File: src/rtl/spi_pkg.sv
// Shared SPI slave definitions: receive FSM states, default frame size and
// opcode encodings used by the memory/command logic.
package spi_pkg;

  localparam int FRAME_W_DEFAULT = 10;

  typedef enum logic [1:0] {
    IDLE  = 2'd0,
    SHIFT = 2'd1,
    HOLD  = 2'd2,
    OVR   = 2'd3
  } state_e;

  // Opcode field occupies the top two bits of a frame; decoded downstream.
  localparam logic [1:0] OP_WR_ADDR = 2'b00;
  localparam logic [1:0] OP_WR_DATA = 2'b01;
  localparam logic [1:0] OP_RD_ADDR = 2'b10;
  localparam logic [1:0] OP_RD_DATA = 2'b11;

endpackage

File: src/rtl/spi_slave_rx.sv
// SPI slave receive path: samples MOSI on posedge while SS_n is low, assembles
// an MSB-first frame, pulses rx_valid on completion and frame_err on misframing.
module spi_slave_rx
  import spi_pkg::*;
#(
  parameter  int FRAME_W = FRAME_W_DEFAULT,
  localparam int CNT_W   = $clog2(FRAME_W + 1)
) (
  input  logic               clk,
  input  logic               rst,
  input  logic               SS_n,
  input  logic               MOSI,
  output logic [FRAME_W-1:0] rx_data,
  output logic               rx_valid,
  output logic               frame_err,
  output logic               busy
);

  state_e             state_q, state_d;
  logic [CNT_W-1:0]   cnt_q, cnt_d;
  // The oldest bit is never needed before the word completes, so only
  // FRAME_W-1 bits are stored; the final bit comes straight from MOSI.
  logic [FRAME_W-2:0] shift_q, shift_d;
  logic [FRAME_W-1:0] word;
  logic [FRAME_W-1:0] rx_data_q, rx_data_d;
  logic               rx_valid_q, rx_valid_d;
  logic               frame_err_q, frame_err_d;

  assign word = {shift_q, MOSI};

  always_comb begin
    state_d     = state_q;
    cnt_d       = cnt_q;
    shift_d     = shift_q;
    rx_data_d   = rx_data_q;
    rx_valid_d  = 1'b0;
    frame_err_d = 1'b0;
    if (!SS_n) shift_d = word[FRAME_W-2:0];
    case (state_q)
      IDLE: begin
        if (!SS_n) begin
          state_d = SHIFT;
          cnt_d   = cnt_q + CNT_W'(1);
        end
      end
      SHIFT: begin
        if (SS_n) begin
          frame_err_d = 1'b1;
          cnt_d       = '0;
          state_d     = IDLE;
        end else if (cnt_q == CNT_W'(FRAME_W - 1)) begin
          rx_data_d  = word;
          rx_valid_d = 1'b1;
          cnt_d      = cnt_q + CNT_W'(1);
          state_d    = HOLD;
        end else begin
          cnt_d = cnt_q + CNT_W'(1);
        end
      end
      HOLD: begin
        if (SS_n) begin
          cnt_d   = '0;
          state_d = IDLE;
        end else begin
          frame_err_d = 1'b1;
          state_d     = OVR;
        end
      end
      OVR: begin
        if (SS_n) begin
          cnt_d   = '0;
          state_d = IDLE;
        end
      end
      default: begin
        cnt_d   = '0;
        state_d = IDLE;
      end
    endcase
  end

  always_ff @(posedge clk or posedge rst) begin
    if (rst) begin
      state_q     <= IDLE;
      cnt_q       <= '0;
      shift_q     <= '0;
      rx_data_q   <= '0;
      rx_valid_q  <= 1'b0;
      frame_err_q <= 1'b0;
    end else begin
      state_q     <= state_d;
      cnt_q       <= cnt_d;
      shift_q     <= shift_d;
      rx_data_q   <= rx_data_d;
      rx_valid_q  <= rx_valid_d;
      frame_err_q <= frame_err_d;
    end
  end

  assign rx_data   = rx_data_q;
  assign rx_valid  = rx_valid_q;
  assign frame_err = frame_err_q;
  assign busy      = (state_q != IDLE);

endmodule

File: config.mk
export PLATFORM = sky130hd
export DESIGN_NAME = spi_slave_rx
export DESIGN_NICKNAME = d
export VERILOG_FILES = /design/src/rtl/spi_pkg.sv /design/src/rtl/spi_slave_rx.sv
export SDC_FILE = /design/constraint.sdc
export NUM_CORES = 1
export LEC_CHECK = 0
export ABC_AREA = 1
export CAP_MARGIN = 0
export CORE_ASPECT_RATIO = 1.5
export CORE_MARGIN = 3
export CORE_UTILIZATION = 43
export DETAILED_ROUTE_END_ITERATION = 8
export GPL_TIMING_DRIVEN = 0
export PLACE_DENSITY = 0.66
export SETUP_SLACK_MARGIN = 0.2
export SYNTH_ARGS = -nofsm -noshare
export SYNTH_HDL_FRONTEND = slang
export SYNTH_SLANG_ARGS = --single-unit
File: constraint.sdc
create_clock -name clk -period 1.5 [get_ports clk]
set_input_delay 0.3 -clock clk [delete_from_list [all_inputs] [get_ports clk]]
set_output_delay 0.3 -clock clk [all_outputs]
set_load 0.01 [all_outputs]
==> impl_metrics.json <==
{
  "status": "finished, final reports clean",
  "slew_headroom_pct": 34.0,
  "fin_cells": 171,
  "ir_worst_vdd_v": 0.000675,
  "via_per_inst": 5.25,
  "hold_class": "flop to flop",
  "die_h_um": 69.0,
  "startpoint_type": "flop",
  "final_util_pct": 55.7,
  "critPathMaxFanout": 3,
  "cp.arrival_ns": 1.05,
  "timing.fmax_mhz": 743,
  "cts.sinks": 27,
  "ys_types": 17,
  "dpl.cell_count": 161,
  "yosys-top-cells-count": "37 x nand2_1, 27 x dfrtp_1, 12 x o21ai_0, 11 x inv_1, 11 x nand4_1",
  "fin_skew_ns": 0.00376,
  "synth_nets": 127,
  "yosysSeqAreaShare_pct": 59.3,
  "dr.pass1.iters": 4,
  "die_w_um": 48.0,
  "crit_type": "flop to output port",
  "required_ns": 1.20,
  "power.leakage_nw": 0.722,
  "worst_slew_pin_slew_ns": 0.988,
  "grt_pass1_wl_mm": 3.54,
  "routedWlPerCell_um": 12.3,
  "h-tree-depth": 1,
  "drc": 0,
  "async_flop_share_pct": 100,
  "grt_pass1_vias": 858,
  "ys_ff_latch": 27,
  "ys_top_cells_by_area": "dfrtp_1 59%, nand2_1 12%, nand4_1 6.0%, o21ai_0 5.3%, inv_1 3.6%",
  "drv_cap": 0,
  "rsz0062_at_grt": "true",
  "nNetsFinal": 154,
  "io_buffers": 16,
  "antenna_found_initial": 0,
  "clk_latency_ns": 0.32,
  "yosysMostFrequentCell": "nand2_1",
  "synth_top_area_share_pct": 59.3,
  "dieArea_sq_um": 3310,
  "setup_violations": 0,
  "ant_nets": 0,
  "finalHoldViolations": 0,
  "period_needed_ns": 1.35,
  "syn_to_final_growth_pct": 21.2,
  "numCtsBuffers": 3,
  "report.final.slew_viol_count": 0,
  "rows": 22,
  "period_share_pct": 89.8,
  "root_buffer": "clkbuf_4",
  "grt_usage_pct": 14.2,
  "power_density_nw_per_um2": 1320,
  "ys_warn_count": 0,
  "clk_pin_slew_ns": 0.14,
  "first_iter_violations": 21,
  "synth_area_leader_cell": "dfrtp_1",
  "cts_tree": "yes",
  "synth-main-ff-cell": "dfrtp_1",
  "hold_buffers": 0,
  "end_kind": "output port",
  "syn_area_per_cell_sq_um": 9.41,
  "cts.path.max_buffers": 2,
  "ios": 17,
  "syn_inst": 121,
  "place_congestion": 0.702,
  "core-area_sq_um": 2480,
  "grt_max_degree": 28,
  "totalWireLength_mm": 2.10,
  "vias": 898,
  "grt_overflow": 0,
  "initial_utilization_pct": 46.0,
  "synth_edf_count": 0,
  "hpwl_mm": 1.47,
  "syn-cell-area_sq_um": 1140,
  "final.setup.tns_ns": 0,
  "diodes": 0,
  "drive_gt1_share_pct": 17.7
}
-- power by group --
part           internal [mW]  leakage (nW)  switching [mW]
logic                  0.245         0.350           0.252
clock network          0.104        0.0150           0.210
registers              0.889         0.357           0.127
total                   1.24         0.722           0.590
-- worst paths after layout --
kind	from	to	slack (ns)	cells after the start
worst max-delay path	state_q[0]	busy	0.15	3
worst min-delay path	rx_data[8]	rx_data[8]	0.48	2
worst max register to register	cnt_q[1]	rx_data[7]	0.24	7
worst min register to register	rx_data[8]	rx_data[8]	0.48	2
max in group asynchronous	rst	shift_q[7]	0.41	2
min in group asynchronous	rst	rx_data[1]	0.49	2
-- flip-flops by register name (all words and copies together), names as in the netlist --
signal	flops
frame_err	1
state_q	2
shift_q	9
cnt_q	4
rx_data	10
rx_valid	1
-- cells by family (layout without fill, tap and decap cells) --
| family | count (synthesis) | in the layout | synth area share (%) |
|---|---|---|---|
| DFF | 27 | 27 | 59.3 |
| buffers and inverters | 16 | 42 | 6.59 |
| xor gates and xnor gates | 1 | 1 | 0.769 |
| AOI/OAI and AO/OA | 13 | 13 | 5.71 |
| and+or+nand+nor | 62 | 62 | 25.4 |
| adders and majority gates | 2 | 2 | 2.20 |
-- stage by stage --
step	instance area, sq um	hold slack (ns)	power, mW	setup WS, ns
floorplan	1140	0.353	1.29	0.333
global placement	1330	0.454	1.53	-0.0412
detailed placement	1330	0.457	1.54	-0.0698
CTS	1390	0.491	1.85	0.0178
global route	1380	0.507	1.96	0.112
finish	1380	0.485	1.83	0.153
-- per-layer routing --
| metal | wire [um] | track usage, % |
|---|---|---|
| met5 | 0 | 0 |
| met4 | 37 | 6.29 |
| met3 | 55 | 1.57 |
| met2 | 1140 | 23.7 |
| met1 | 867 | 17.0 |
-- cell type report --
type | count | area (sq um)
Tap cell | 24 | 30.0
Sequential cell | 27 | 676
Fill cell | 232 | 1100
Inverter | 11 | 41.3
Clock buffer | 4 | 26.3
Multi-Input combinational cell | 78 | 398
Timing Repair Buffer | 22 | 175
Buffer | 5 | 33.8
-- critical path: stages (launching register included) --
cell and delay [ns]:
dfrtp_1 0.43, inv_2 0.10, nand2_2 0.06, buf_2 0.13
-- cells in the final DEF, fill, tap and decap left out, drive strengths merged --
cell type and count:
o21ai 12, ha 2, a21oi 1, nor2 4, nand3 9, clkdlybuf4s15 7, nand2 38, clkdlybuf4s50 3
dfrtp 27, inv 11, nand4 11, clkbuf 9, xnor2 1, buf 12
-- repair_timing --
action / CTS / global route
gates resized for setup: 26 / 10
endpoints found under the setup margin: 23 / 17
endpoints found under the hold margin: 0 / 0
setup buffers: 4 / 2
Note: power is estimated with default switching activity, not from simulation.
